## src/rtl/pixel_sram_arbiter_if.sv

```systemverilog
// Signal bundle between the pixel SRAM arbiter and its GPU, CPU and SRAM-pin neighbours.
// PIXEL_SRAM_READBACK_EN adds the CPU readback signals.
interface pixel_sram_arbiter_if;
  logic        gpu_active;
  logic [16:0] gpu_addr;
  logic [7:0]  gpu_data;

  logic        cpu_we;
  logic [16:0] cpu_addr;
  logic [7:0]  cpu_wdata;
  logic        cpu_ready;
  logic        cpu_overflow;

`ifdef PIXEL_SRAM_READBACK_EN
  logic        cpu_re;
  logic [16:0] cpu_raddr;
  logic [7:0]  cpu_rdata;
  logic        cpu_rvalid;
`endif

  logic [16:0] sram_addr;
  logic [7:0]  sram_dq_in;
  logic [7:0]  sram_dq_out;
  logic        sram_dq_oe;
  logic        sram_ce_n;
  logic        sram_oe_n;
  logic        sram_we_n;

  // Environment side: GPU, CPU and the SRAM data pins feeding the arbiter
  modport master (
    output gpu_active, gpu_addr, cpu_we, cpu_addr, cpu_wdata, sram_dq_in,
`ifdef PIXEL_SRAM_READBACK_EN
    output cpu_re, cpu_raddr,
    input  cpu_rdata, cpu_rvalid,
`endif
    input  gpu_data, cpu_ready, cpu_overflow,
    input  sram_addr, sram_dq_out, sram_dq_oe, sram_ce_n, sram_oe_n, sram_we_n
  );

  // Arbiter side
  modport slave (
    input  gpu_active, gpu_addr, cpu_we, cpu_addr, cpu_wdata, sram_dq_in,
`ifdef PIXEL_SRAM_READBACK_EN
    input  cpu_re, cpu_raddr,
    output cpu_rdata, cpu_rvalid,
`endif
    output gpu_data, cpu_ready, cpu_overflow,
    output sram_addr, sram_dq_out, sram_dq_oe, sram_ce_n, sram_oe_n, sram_we_n
  );
endinterface

```

## src/rtl/pixel_sram_arbiter.sv

```systemverilog
// Pixel SRAM owner: GPU line-buffer reads win every cycle, buffered CPU writes fill the gaps.
// PIXEL_SRAM_READBACK_EN adds a CPU read path serviced only once the write FIFO is drained.
module pixel_sram_arbiter #(
  parameter int unsigned FIFO_DEPTH = 16
) (
  input logic                 clk,
  input logic                 reset,
  pixel_sram_arbiter_if.slave bus
);
  localparam int unsigned ADDR_W = 17;
  localparam int unsigned DATA_W = 8;
  localparam int unsigned IDX_W  = $clog2(FIFO_DEPTH);
  localparam int unsigned PTR_W  = IDX_W + 1;

  typedef enum logic [2:0] {
    IDLE,
    GPU_RD,
    WR_SETUP,
    WR_PULSE
`ifdef PIXEL_SRAM_READBACK_EN
    , CPU_RD
`endif
  } state_e;

  // state_d is the state in force this cycle; gpu_active overrides it without a cycle of delay
  state_e             state_q, state_d;
  logic [PTR_W-1:0]   wr_ptr_q, wr_ptr_d;
  logic [PTR_W-1:0]   rd_ptr_q, rd_ptr_d;
  logic               overflow_q, overflow_d;
  logic [DATA_W-1:0]  gpu_data_q, gpu_data_d;

  logic [ADDR_W-1:0]  fifo_addr_mem [FIFO_DEPTH];
  logic [DATA_W-1:0]  fifo_data_mem [FIFO_DEPTH];

  logic               fifo_empty_c, fifo_full_c, ready_c, push_c, pop_c;
  logic [ADDR_W-1:0]  head_addr_c;
  logic [DATA_W-1:0]  head_data_c;

  logic [ADDR_W-1:0]  sram_addr_c;
  logic [DATA_W-1:0]  sram_dq_out_c;
  logic               sram_dq_oe_c, sram_oe_n_c, sram_we_n_c;

`ifdef PIXEL_SRAM_READBACK_EN
  logic               rd_pend_q, rd_pend_d;
  logic [ADDR_W-1:0]  rd_addr_q, rd_addr_d;
  logic [DATA_W-1:0]  rdata_q, rdata_d;
  logic               rvalid_q, rvalid_d;
`endif

  assign fifo_empty_c = (wr_ptr_q == rd_ptr_q);
  assign fifo_full_c  = (wr_ptr_q[IDX_W] != rd_ptr_q[IDX_W]) &&
                        (wr_ptr_q[IDX_W-1:0] == rd_ptr_q[IDX_W-1:0]);
  assign head_addr_c  = fifo_addr_mem[rd_ptr_q[IDX_W-1:0]];
  assign head_data_c  = fifo_data_mem[rd_ptr_q[IDX_W-1:0]];

  // Priority: GPU, then finishing a started write, then queued writes, then readback
  always_comb begin
    state_d = IDLE;
    if (!reset) begin
      if (bus.gpu_active) begin
        state_d = GPU_RD;
      end else if (state_q == WR_SETUP) begin
        state_d = WR_PULSE;
      end else if (!fifo_empty_c) begin
        state_d = WR_SETUP;
      end
`ifdef PIXEL_SRAM_READBACK_EN
      else if (rd_pend_q) begin
        state_d = CPU_RD;
      end
`endif
    end
  end

  // FIFO bookkeeping; a push is judged on the pre-pop fullness
  always_comb begin
    ready_c    = !reset && !fifo_full_c;
    push_c     = bus.cpu_we && ready_c;
    pop_c      = (state_d == WR_PULSE);
    wr_ptr_d   = wr_ptr_q + PTR_W'(push_c);
    rd_ptr_d   = rd_ptr_q + PTR_W'(pop_c);
    overflow_d = overflow_q || (bus.cpu_we && !ready_c);
    gpu_data_d = (state_d == GPU_RD) ? bus.sram_dq_in : gpu_data_q;
  end

`ifdef PIXEL_SRAM_READBACK_EN
  // One outstanding read; new requests are ignored until it completes
  always_comb begin
    rd_pend_d = rd_pend_q;
    rd_addr_d = rd_addr_q;
    rvalid_d  = (state_d == CPU_RD);
    rdata_d   = rvalid_d ? bus.sram_dq_in : rdata_q;
    if (!rd_pend_q && bus.cpu_re) begin
      rd_pend_d = 1'b1;
      rd_addr_d = bus.cpu_raddr;
    end else if (rvalid_d) begin
      rd_pend_d = 1'b0;
    end
  end
`endif

  // SRAM pin decode from the effective state, so preemption and reset act within the cycle
  always_comb begin
    sram_addr_c   = '0;
    sram_dq_out_c = '0;
    sram_dq_oe_c  = 1'b0;
    sram_oe_n_c   = 1'b1;
    sram_we_n_c   = 1'b1;
    case (state_d)
      GPU_RD: begin
        sram_addr_c = bus.gpu_addr;
        sram_oe_n_c = 1'b0;
      end
      WR_SETUP, WR_PULSE: begin
        sram_addr_c   = head_addr_c;
        sram_dq_out_c = head_data_c;
        sram_dq_oe_c  = 1'b1;
        sram_we_n_c   = (state_d != WR_PULSE);
      end
`ifdef PIXEL_SRAM_READBACK_EN
      CPU_RD: begin
        sram_addr_c = rd_addr_q;
        sram_oe_n_c = 1'b0;
      end
`endif
      default: ;
    endcase
  end

  always_ff @(posedge clk) begin
    if (reset) begin
      state_q    <= IDLE;
      wr_ptr_q   <= '0;
      rd_ptr_q   <= '0;
      overflow_q <= 1'b0;
      gpu_data_q <= '0;
    end else begin
      state_q    <= state_d;
      wr_ptr_q   <= wr_ptr_d;
      rd_ptr_q   <= rd_ptr_d;
      overflow_q <= overflow_d;
      gpu_data_q <= gpu_data_d;
    end
  end

  // Storage needs no reset: pointers alone define validity
  always_ff @(posedge clk) begin
    if (push_c) begin
      fifo_addr_mem[wr_ptr_q[IDX_W-1:0]] <= bus.cpu_addr;
      fifo_data_mem[wr_ptr_q[IDX_W-1:0]] <= bus.cpu_wdata;
    end
  end

`ifdef PIXEL_SRAM_READBACK_EN
  always_ff @(posedge clk) begin
    if (reset) begin
      rd_pend_q <= 1'b0;
      rd_addr_q <= '0;
      rdata_q   <= '0;
      rvalid_q  <= 1'b0;
    end else begin
      rd_pend_q <= rd_pend_d;
      rd_addr_q <= rd_addr_d;
      rdata_q   <= rdata_d;
      rvalid_q  <= rvalid_d;
    end
  end

  assign bus.cpu_rdata  = reset ? '0 : rdata_q;
  assign bus.cpu_rvalid = rvalid_q && !reset;
`endif

  assign bus.gpu_data     = reset ? '0 : gpu_data_q;
  assign bus.cpu_ready    = ready_c;
  assign bus.cpu_overflow = overflow_q && !reset;
  assign bus.sram_addr    = sram_addr_c;
  assign bus.sram_dq_out  = sram_dq_out_c;
  assign bus.sram_dq_oe   = sram_dq_oe_c;
  assign bus.sram_oe_n    = sram_oe_n_c;
  assign bus.sram_we_n    = sram_we_n_c;
  assign bus.sram_ce_n    = reset;
endmodule

```

## src/flat_wrapper.sv

```systemverilog
// flat-port wrapper written by rule: the top's interface ports become plain ports
module pixel_sram_arbiter_flat 
#(
  parameter int unsigned FIFO_DEPTH = 16
)
  (clk, reset, bus_gpu_active, bus_gpu_addr, bus_cpu_we, bus_cpu_addr, bus_cpu_wdata, bus_sram_dq_in, bus_gpu_data, bus_cpu_ready, bus_cpu_overflow, bus_sram_addr, bus_sram_dq_out, bus_sram_dq_oe, bus_sram_ce_n, bus_sram_oe_n, bus_sram_we_n);
  pixel_sram_arbiter_if bus_i ();
  input logic clk;
  input logic reset;
  input wire logic [$bits(bus_i.gpu_active)-1:0] bus_gpu_active;
  input wire logic [$bits(bus_i.gpu_addr)-1:0] bus_gpu_addr;
  input wire logic [$bits(bus_i.cpu_we)-1:0] bus_cpu_we;
  input wire logic [$bits(bus_i.cpu_addr)-1:0] bus_cpu_addr;
  input wire logic [$bits(bus_i.cpu_wdata)-1:0] bus_cpu_wdata;
  input wire logic [$bits(bus_i.sram_dq_in)-1:0] bus_sram_dq_in;
  output wire logic [$bits(bus_i.gpu_data)-1:0] bus_gpu_data;
  output wire logic [$bits(bus_i.cpu_ready)-1:0] bus_cpu_ready;
  output wire logic [$bits(bus_i.cpu_overflow)-1:0] bus_cpu_overflow;
  output wire logic [$bits(bus_i.sram_addr)-1:0] bus_sram_addr;
  output wire logic [$bits(bus_i.sram_dq_out)-1:0] bus_sram_dq_out;
  output wire logic [$bits(bus_i.sram_dq_oe)-1:0] bus_sram_dq_oe;
  output wire logic [$bits(bus_i.sram_ce_n)-1:0] bus_sram_ce_n;
  output wire logic [$bits(bus_i.sram_oe_n)-1:0] bus_sram_oe_n;
  output wire logic [$bits(bus_i.sram_we_n)-1:0] bus_sram_we_n;
  assign bus_i.gpu_active = bus_gpu_active;
  assign bus_i.gpu_addr = bus_gpu_addr;
  assign bus_i.cpu_we = bus_cpu_we;
  assign bus_i.cpu_addr = bus_cpu_addr;
  assign bus_i.cpu_wdata = bus_cpu_wdata;
  assign bus_i.sram_dq_in = bus_sram_dq_in;
  assign bus_gpu_data = bus_i.gpu_data;
  assign bus_cpu_ready = bus_i.cpu_ready;
  assign bus_cpu_overflow = bus_i.cpu_overflow;
  assign bus_sram_addr = bus_i.sram_addr;
  assign bus_sram_dq_out = bus_i.sram_dq_out;
  assign bus_sram_dq_oe = bus_i.sram_dq_oe;
  assign bus_sram_ce_n = bus_i.sram_ce_n;
  assign bus_sram_oe_n = bus_i.sram_oe_n;
  assign bus_sram_we_n = bus_i.sram_we_n;
  pixel_sram_arbiter #(.FIFO_DEPTH(FIFO_DEPTH)) u_core (.clk(clk), .reset(reset), .bus(bus_i));
endmodule
```

## config.mk

```make
export PLATFORM = sky130hd
export DESIGN_NAME = pixel_sram_arbiter_flat
export DESIGN_NICKNAME = d
export VERILOG_FILES = /design/src/rtl/pixel_sram_arbiter_if.sv /design/src/rtl/pixel_sram_arbiter.sv /design/src/flat_wrapper.sv
export SDC_FILE = /design/constraint.sdc
export NUM_CORES = 1
export LEC_CHECK = 0
export BUFFER_PORTS_ARGS = -buffer_cell sky130_fd_sc_hd__buf_2
export CORE_MARGIN = 10
export CORE_UTILIZATION = 30
export DETAILED_ROUTE_END_ITERATION = 16
export SKIP_CTS_REPAIR_TIMING = 1
export SYNTH_ARGS = -nofsm -noshare
export SYNTH_HDL_FRONTEND = slang
export SYNTH_SLANG_ARGS = --single-unit
```

## constraint.sdc

```tcl
create_clock -name clk -period 6.35 [get_ports clk]
set_clock_uncertainty 0.05 [all_clocks]
set_input_delay 0.3175 -clock clk [delete_from_list [all_inputs] [get_ports clk]]
set_output_delay 0.3175 -clock clk [all_outputs]
set_load 0.01 [all_outputs]
```

# Yosys cells after proc, flatten, opt, wreduce, memory -nomap -nowiden
# Memories as Yosys holds them, arrays and structs flattened. A register that Yosys moved wholly into a read port is not among the register bits.
# Cells that the tools add are included.
word_totals:
  regBits: 22
  mem_count: 2
  inputBits: 54
  mem_bits_rw: 400
op_classes:
  reduce_logical: 10
  mux: 14
  n_eq_ne: 8
  add_sub_neg: 2
memory_table:
  columns: ["name", "depth", "width", "rd", "rd_clocked_by_memory_dff", "write_ports", "line_no", "text"]
  rows:
  - ["u_core.fifo_addr_mem", 16, 17, 1, 1, 1, "pixel_sram_arbiter.sv:32", "logic [ADDR_W-1:0] fifo_addr_mem [FIFO_DEPTH];"]
  - ["u_core.fifo_data_mem", 16, 8, 1, 1, 1, "pixel_sram_arbiter.sv:33", "logic [DATA_W-1:0] fifo_data_mem [FIFO_DEPTH];"]
ops:
  columns: ["op", "count"]
  rows:
  - ["17-bit case mux with 2 select lines", 1]
  - ["8-bit 2-to-1 mux", 2]
  - ["5-bit by 1-bit adder with 5-bit output", 2]
  - ["3-bit by 2-bit == test with 1-bit output, second input constant", 3]
  - ["3-bit 2-to-1 mux", 3]
  - ["4-bit 2-to-1 mux", 2]
  - ["5-bit == test", 1]
  - ["1-bit logical AND", 5]
  - ["1-bit 2-to-1 mux", 5]
  - ["4-bit == test", 1]
  - ["3-bit by 1-bit == test with 1-bit output, second input constant", 1]
  - ["1-bit logical NOT", 3]
  - ["3-bit by 2-bit != test with 1-bit output, second input constant", 1]
  - ["2-bit 2-to-1 mux", 1]
  - ["2-bit OR reduction", 1]
  - ["1-bit logical OR", 1]
  - ["1-bit != test", 1]

# Longest topological paths before layout
# Gate-level depths: netlist of run 1.
depth:
  ltp_word: 8
  ltp_mapped: 12
  depth_no_buf: 9

# Worst setup path before layout of run 1
# OpenSTA, ideal clock, no wires.
synth_timing:
  path_type: "reg2reg"
  startpoint: "reg u_core.rd_ptr_q[0]"
  endpoint: "mem u_core.fifo_addr_mem[0][0] (enable)"
  synth_period_minus_slack_ns: 4.337
  setup_slack_ns: 2.013
  required_time_ns: 5.821
  setup_ns: 0.479
  path_buffers: 2
  stages_incl_launch_ff: 7
  arrival_time_ns: 3.807
  cell_sequence: "dfxtp_1 -> buf_6 -> xor2_1 -> nor4_2 -> a211o_1 -> buf_2 -> nor4b_1"
synth_via:
  elab_chain_len: 7
synth_rtl:
  columns: ["element", "line_no", "text"]
  rows:
  - ["start: declaration", "pixel_sram_arbiter.sv:28", "logic [PTR_W-1:0] rd_ptr_q, rd_ptr_d;"]
  - ["start signal: assignment", "pixel_sram_arbiter.sv:140", "rd_ptr_q <= rd_ptr_d;"]
  - ["4-bit == test", "pixel_sram_arbiter.sv:52", "(wr_ptr_q[IDX_W-1:0] == rd_ptr_q[IDX_W-1:0]);"]
  - ["1-bit logical AND", "pixel_sram_arbiter.sv:51", "assign fifo_full_c = (wr_ptr_q[IDX_W] != rd_ptr_q[IDX_W]) &&"]
  - ["1-bit logical NOT", "pixel_sram_arbiter.sv:77", "ready_c = !reset && !fifo_full_c;"]
  - ["1-bit logical AND", "pixel_sram_arbiter.sv:77", null]
  - ["1-bit logical AND", "pixel_sram_arbiter.sv:78", "push_c = bus.cpu_we && ready_c;"]
  - ["1-bit 2-to-1 mux", "pixel_sram_arbiter.sv:148", "if (push_c) begin"]
  - ["1-bit 2-to-1 mux (not written as such)", "pixel_sram_arbiter.sv:149", "fifo_addr_mem[wr_ptr_q[IDX_W-1:0]] <= bus.cpu_addr;"]
  - ["end: declaration", "pixel_sram_arbiter.sv:32", null]
# No other way between the ends.

# Worst setup path in the final report of run 1
layout_timing:
  startpoint: "reg u_core.rd_ptr_q[1]"
  endpoint: "out bus_sram_addr[7]"
layout_via:
  elab_chain_len: 8
  word_cells_on_any_way: 10
  classes_between: "eq/ne (4); mux (5); reduce/logical (1)"
layout_rtl:
  columns: ["element", "line_no", "text"]
  rows:
  - ["5-bit == test *", "pixel_sram_arbiter.sv:50", "assign fifo_empty_c = (wr_ptr_q == rd_ptr_q);"]
  - ["2-bit 2-to-1 mux *", "pixel_sram_arbiter.sv:64", "end else if (!fifo_empty_c) begin"]
  - ["3-bit 2-to-1 mux *", "pixel_sram_arbiter.sv:62", "end else if (state_q == WR_SETUP) begin"]
  - ["3-bit 2-to-1 mux *", "pixel_sram_arbiter.sv:60", "if (bus.gpu_active) begin"]
  - ["3-bit 2-to-1 mux *", "pixel_sram_arbiter.sv:59", "if (!reset) begin"]
  - ["3-bit by 2-bit == test with 1-bit output", "pixel_sram_arbiter.sv:109", "case (state_d)"]
  - ["2-bit OR reduction", "pixel_sram_arbiter.sv:109", null]
  - ["17-bit case mux with 2 select lines *", "pixel_sram_arbiter.sv:109", null]
  - ["end: declaration", "flat_wrapper.sv:19", "output wire logic [$bits(bus_i.sram_addr)-1:0] bus_sram_addr;"]
# Mark *: on every way between the ends. The rest lies on a longest branch, timed or not.

==> results of run 1 <==
==> logic make-up (layout without fill, tap and decap cells) <==
| kind of cell | count (synthesis) | in the layout |
|---|---|---|
| xor+xnor | 11 | 11 |
| mux | 167 | 167 |
| other cells | 0 | 2 |
| simple gates | 121 | 121 |
| flops | 421 | 421 |
| fa+ha+maj | 4 | 4 |
| compound gates | 72 | 72 |
| buf+inv | 64 | 213 |
==> metrics by stage <==
step           cells   util  area, µm²
3_5_place_dp    1675  0.328      18100
5_1_grt         1757  0.354      19500
2_1_floorplan    860      -      16800
4_1_cts         1748  0.352      19500
3_3_place_gp    1675  0.328      18100
6_report        1759  0.354      19600
==> registers in the layout, summed over array words and instances, names as in the netlist <==
register              flops
u_core.rd_ptr_q           5
u_core.fifo_data_mem    128
u_core.state_q            2
u_core.wr_ptr_q           5
u_core.fifo_addr_mem    272
u_core.overflow_q         1
u_core.gpu_data_q         8
==> area by class of cell <==
cell class	count	area, µm²
clock inverters	17	163
well taps	748	936
repair buffers	131	788
multi-input cells	375	4020
diodes	2	5.00
fillers	5077	35600
flip-flops and latches	421	12400
clock buffers	56	1170
inverters	9	33.8
==> synth_stat cells <==
master      n  area, µm²
edfxtp_1  400      12000
mux2i_1   101       1010
mux4_2     66       1490
o22ai_1    34        213
nor3_1     23        115
dfxtp_1    21        420
nand2_1    20       75.1
nor2b_1    20        125
buf_2      19       95.1
and2_1     17        106
nor2_1     17       63.8
a211oi_1   16        120
buf_4      12       90.1
buf_6      11        124
clkbuf_1   10       37.5
o31ai_4    10        213
inv_1       9       33.8
nor4_1      8       50.1
o31ai_1     7       52.6
xor2_1      7       61.3
nand2b_1    5       31.3
ha_1        4       50.1
nand3_1     4       20.0
xnor2_1     4       35.0
a21oi_1     2       10.0
buf_1       2       7.51
nor4b_1     2       17.5
a211o_1     1       8.76
a311o_1     1       10.0
a31oi_1     1       6.26
and2b_1     1       7.51
buf_12      1       20.0
nand2_2     1       6.26
nor4_2      1       12.5
or2_2       1       6.26
or3_1       1       6.26
==> where the power goes <==
group / total [µW] / switching [µW] / internal [µW] / leakage (µW)
Combinational: 168 / 108 / 60.6 / 0.00164
Sequential: 3060 / 8.44 / 3060 / 0.00378
Clock: 2420 / 1010 / 1410 / 0.000637
Total: 5650 / 1130 / 4530 / 0.00605
==> routing by layer <==
metal / routed length, µm / vias up
li1: - / 3716
met1: 16700 / 4300
met2: 17800 / 190
met3: 1850 / 56
met4: 792 / 2
met5: 7 / -
==> worst paths after layout <==
check | from | end | slack, ps | depth (start not counted)
max reg2reg | u_core.rd_ptr_q[3]$_SDFF_PP0_ | u_core.fifo_addr_mem[6][13]$_DFFE_PP_ | 2840 | 6
min | bus_cpu_addr[14] | u_core.fifo_addr_mem[2][14]$_DFFE_PP_ | 90 | 1
min reg2reg | u_core.gpu_data_q[6]$_SDFFE_PP0N_ | u_core.gpu_data_q[6]$_SDFFE_PP0N_ | 440 | 2
max | u_core.rd_ptr_q[1]$_SDFF_PP0_ | bus_sram_addr[7] | 2280 | 6
==> metrics.md, run 1 <==
| Metric | Value |
|---|---|
| Die H | 256 µm |
| Unrepaired setup endpoints after global routing | false |
| Inserted Clock Buffers | 43 |
| Finish-stage setup viols | 0 |
| #FFs+latches synth | 421 |
| Simple-gate share of the synthesized area | 0.0384 |
| Grt peak-use layer | met2 |
| Slew at the pin closest to its max-slew limit | 1000 ps |
| Rows | 86 |
| Synth cell types | 36 |
| Clock-pin transition on the worst setup and hold timing paths | 60 ps |
| Warnings from Yosys | 0 |
| Hold WC Path Type | in2reg |
| Most frequent cells in the layout | 400 x edfxtp_1, 101 x mux2i_1, 92 x buf_2, 66 x mux4_2, 45 x clkbuf_16 |
| Post-DP HPWL | 22200 µm |
| Critical path buffers and inverters | 2 |
| CP Launch Type | flop |
| Worst-Skew Late Latency | 560 ps |
| Mux contribution to synthesized area | 0.149 |
| Pleak | 0.00605 µW |
| Avg Vias per Cell | 4.70 |
| Worst EP arrival | 3710 ps |
| Largest buffer count on any clock path | 3 |
| Setup_tns | 0 ps |
| Synth Area in Compound Gates | 0.0378 |
| ANT nets after route | 0 |
| Critical Path RT | 5980 ps |
| GP Congestion | 0.697 |
| Pins over their slew limit | 0 |
| DRT Pass-1 Iters | 4 |
| Syn Inst Count | 860 |
| Die ar. | 0.0657 mm² |
| Avg Cell Area, Syn | 19.5 µm² |
| Peak supply drop | 197 µV |
| Post-Syn Area | 0.0168 mm² |
| Slowest stage cell, crit path | nand2b_1 |
| Largest family of logic cells by synthesized area | multiplexers |
| Largest stage delay on the critical path | 870 ps |
| Register area share after synthesis | 0.742 |
| GR Util met1 | 0.146 |
| Status | complete, no violations |
| Worst path cell trace | buf_4, nand2b_1, o22ai_1, nor3_1, o31ai_1, buf_2 |
| I/O pins | 93 |
| Crit share post-route | 0.641 |
| Initial Util | 0.304 |
| CP max FO | 46 |
| Die X | 256 µm |
| Share of cells above drive strength 1 | 0.276 |
| First-pass GRT wire length | 55400 µm |
| Worst setup path class | reg2out |
| Initial antenna violation count | 3 |
| Slew headroom | 0.333 |
| Final WL | 37100 µm |
| Via count | 8264 |
| Min Clock Period, post-route | 4070 ps |
| Grt total ovfl | 0 |
| Fin Hold WS | 94.4 ps |
| Core area | 0.0552 mm² |
| Worst setup margin | 2280 ps |
| GR Util met2 | 0.178 |
| Achievable clock frequency | 0.246 GHz |
| Met3 Use GR | 0.0250 |
| Total power draw | 5650 µW |
| Power Density | 289 mW/mm² |
| Clock root cell | clkbuf_16 |
| Max Cap Viol | 0 |
| GRT Total Usage | 0.110 |
| Largest net degree at the start of global routing | 95 |
| CP top delay family | simple AND/OR/NAND/NOR gates |
| Syn-to-layout area delta | 16.7% |
| Net Count, Synth | 918 |
| Xor/xnor share of the synthesized area | 0.00575 |
| H-tree levels | 2 |
| WL/cell | 21.1 µm |
| Worst slack at placement | 2720 ps |
| CTS tree | done |
| Final hold vios | 0 |
| Critical path capture point type | primary output |
| TritonCTS Sinks | 421 |
| PortBufs | 92 |
| Adder-cell share of the synthesized area | 0.00299 |
| Layout Nets | 1039 |
| Commonest non-fill, non-tap cell in the layout | edfxtp_1 |
| Vias in the first global route | 8431 |
| Iter 0 DRT Violations | 566 |
| DRC violations left | 0 |
(Power assumes the default switching activity.)
==> run 2: changes to the inputs <==
clock period = 3.8 ns   (was 6.35 ns; I/O delays follow)
==> run 2 against run 1 <==
- sequential power grew 67%
- critical path type unchanged
- design area grew 2.8%
- wire length grew 3.6%
- final cell count grew 2.5%
- combinational power grew 88%
- register-to-register slack lost 1800 ps
- core utilization grew 0.97 points
- global-route usage grew 0.37 points
- total power grew 72%
==> metrics.md, run 2 (synthesized netlist as in run 1, its figures left out) <==
| Metric | Value |
|---|---|
| Area after DPL | 0.0183 mm² |
| Worst EP arrival | 3240 ps |
| Hold WC Path Type | in2reg |
| Die ar. | 0.0657 mm² |
| Slowest stage cell, crit path | dfxtp_4 |
| CTS tree | done |
| Avg Vias per Cell | 4.65 |
| Unrepaired setup endpoints after global routing | false |
| Syn-to-layout area delta | 19.9% |
| Worst path cell trace | xor2_1, nor4_2, a311o_2, buf_4, a211oi_1, buf_2 |
| Die X | 256 µm |
| Vias in the first global route | 8579 |
| Worst-Skew Late Latency | 580 ps |
| Pleak | 0.00631 µW |
| First-pass GRT wire length | 56700 µm |
| H-tree levels | 2 |
| Largest stage delay on the critical path | 690 ps |
| Critical path capture point type | primary output |
| Fillers | 5111 |
| Core area | 0.0552 mm² |
| CP top delay family | compound AO/OA/AOI/OAI gates |
| GRT Total Usage | 0.114 |
| I/O pins | 93 |
| Fin Hold WS | 39.0 ps |
| Crit share post-route | 0.917 |
| Inserted Clock Buffers | 44 |
| Achievable clock frequency | 0.287 GHz |
| Peak supply drop | 363 µV |
| Worst slack at placement | 851 ps |
| DRC violations left | 0 |
| Final hold vios | 0 |
| Critical Path RT | 3560 ps |
| Post-layout instance area | 0.0201 mm² |
| Via count | 8390 |
| Max Cap Viol | 0 |
| Rows | 86 |
| Largest register FFs | 272 |
| Largest buffer count on any clock path | 3 |
| Worst setup path class | reg2out |
| Critical path buffers and inverters | 2 |
| Pins over their slew limit | 0 |
| Largest net degree at the start of global routing | 87 |
| Clock root cell | clkbuf_16 |
| Final WL | 38500 µm |
| Layout Nets | 1081 |
| Setup_tns | 0 ps |
| Min Clock Period, post-route | 3480 ps |
| CP Launch Type | flop |
| Commonest non-fill, non-tap cell in the layout | edfxtp_1 |
| Finish-stage setup viols | 0 |
| GP Congestion | 0.719 |
| Grt total ovfl | 0 |
| Worst setup margin | 317 ps |
| DRT Pass-1 Iters | 4 |
| WL/cell | 21.3 µm |
| Initial antenna violation count | 1 |
| Iter 0 DRT Violations | 593 |
| Share of cells above drive strength 1 | 0.289 |
| Initial Util | 0.304 |
| Final core utilization | 0.364 |
| PortBufs | 92 |
| Clock-pin transition on the worst setup and hold timing paths | 70 ps |
| Slew at the pin closest to its max-slew limit | 844 ps |
| Slew headroom | 0.438 |
| TritonCTS Sinks | 421 |
| Power Density | 484 mW/mm² |
| Status | complete, no violations |
| Die H | 256 µm |
| Post-DP HPWL | 23100 µm |
| CP max FO | 26 |
| Most frequent cells in the layout | 400 x edfxtp_1, 101 x mux2i_1, 92 x buf_2, 66 x mux4_2, 44 x clkbuf_16 |
| ANT nets after route | 0 |
[run 2: cell count changes in the layout (fill, tap and decap cells not counted), moves of 3 or more]
cell	change
nor4_2	-3
dlygate4sd3_1	+25
clkbuf_1	-6
buf_4	+14
clkinv_2	+5
nor4_4	+3
[run 2: layout make-up]
class,instances,area (µm²),share of cell area
well taps,748,936,0.0466
flip-flops and latches,421,12400,0.619
multi-input cells,375,4040,0.201
diodes,1,2.50,0.000125
clock inverters,28,329,0.0164
repair buffers,172,1180,0.0589
clock buffers,49,1120,0.0557
inverters,9,33.8,0.00168
[run 2: report_power, final]
group          switching, µW  internal (µW)
combinational            192            123
sequential              11.6           5100
clock                   1790           2490
[run 2: worst reg2reg max path, stage by stage (launching register included)]
cell	delay, ps
dfxtp_1	780
xor2_1	240
nor4_2	90
a211o_1	260
buf_4	220
nor4_2	330
buf_4	430
[run 2: final timing paths]
check / slack, ps / endpoint / depth (start not counted) / startpoint
max: 320 / bus_sram_dq_out[0] / 6 / u_core.rd_ptr_q[1]$_SDFF_PP0_
min: 40 / u_core.state_q[0]$_SDFF_PP0_ / 3 / bus_gpu_active
max reg2reg: 1060 / u_core.fifo_addr_mem[1][13]$_DFFE_PP_ / 6 / u_core.wr_ptr_q[2]$_SDFF_PP0_
min reg2reg: 440 / u_core.gpu_data_q[5]$_SDFFE_PP0N_ / 2 / u_core.gpu_data_q[5]$_SDFFE_PP0N_
[run 2: metal layers]
layer / part of all wire / vias to the layer above / track usage
met1: 0.45 / 4364 / 0.151
li1: - / 3803 / -
met3: 0.038 / 47 / 0.0190
met5: 0 / - / 0
met2: 0.50 / 176 / 0.190
met4: 0.019 / 0 / 0.0324
[run 2: metrics by stage]
stage / std cells / total power [µW]
2_1_floorplan: 860 / 5360
3_3_place_gp: 1691 / 5500
3_5_place_dp: 1691 / 5510
4_1_cts: 1768 / 9810
5_1_grt: 1803 / 10000
6_report: 1803 / 9710
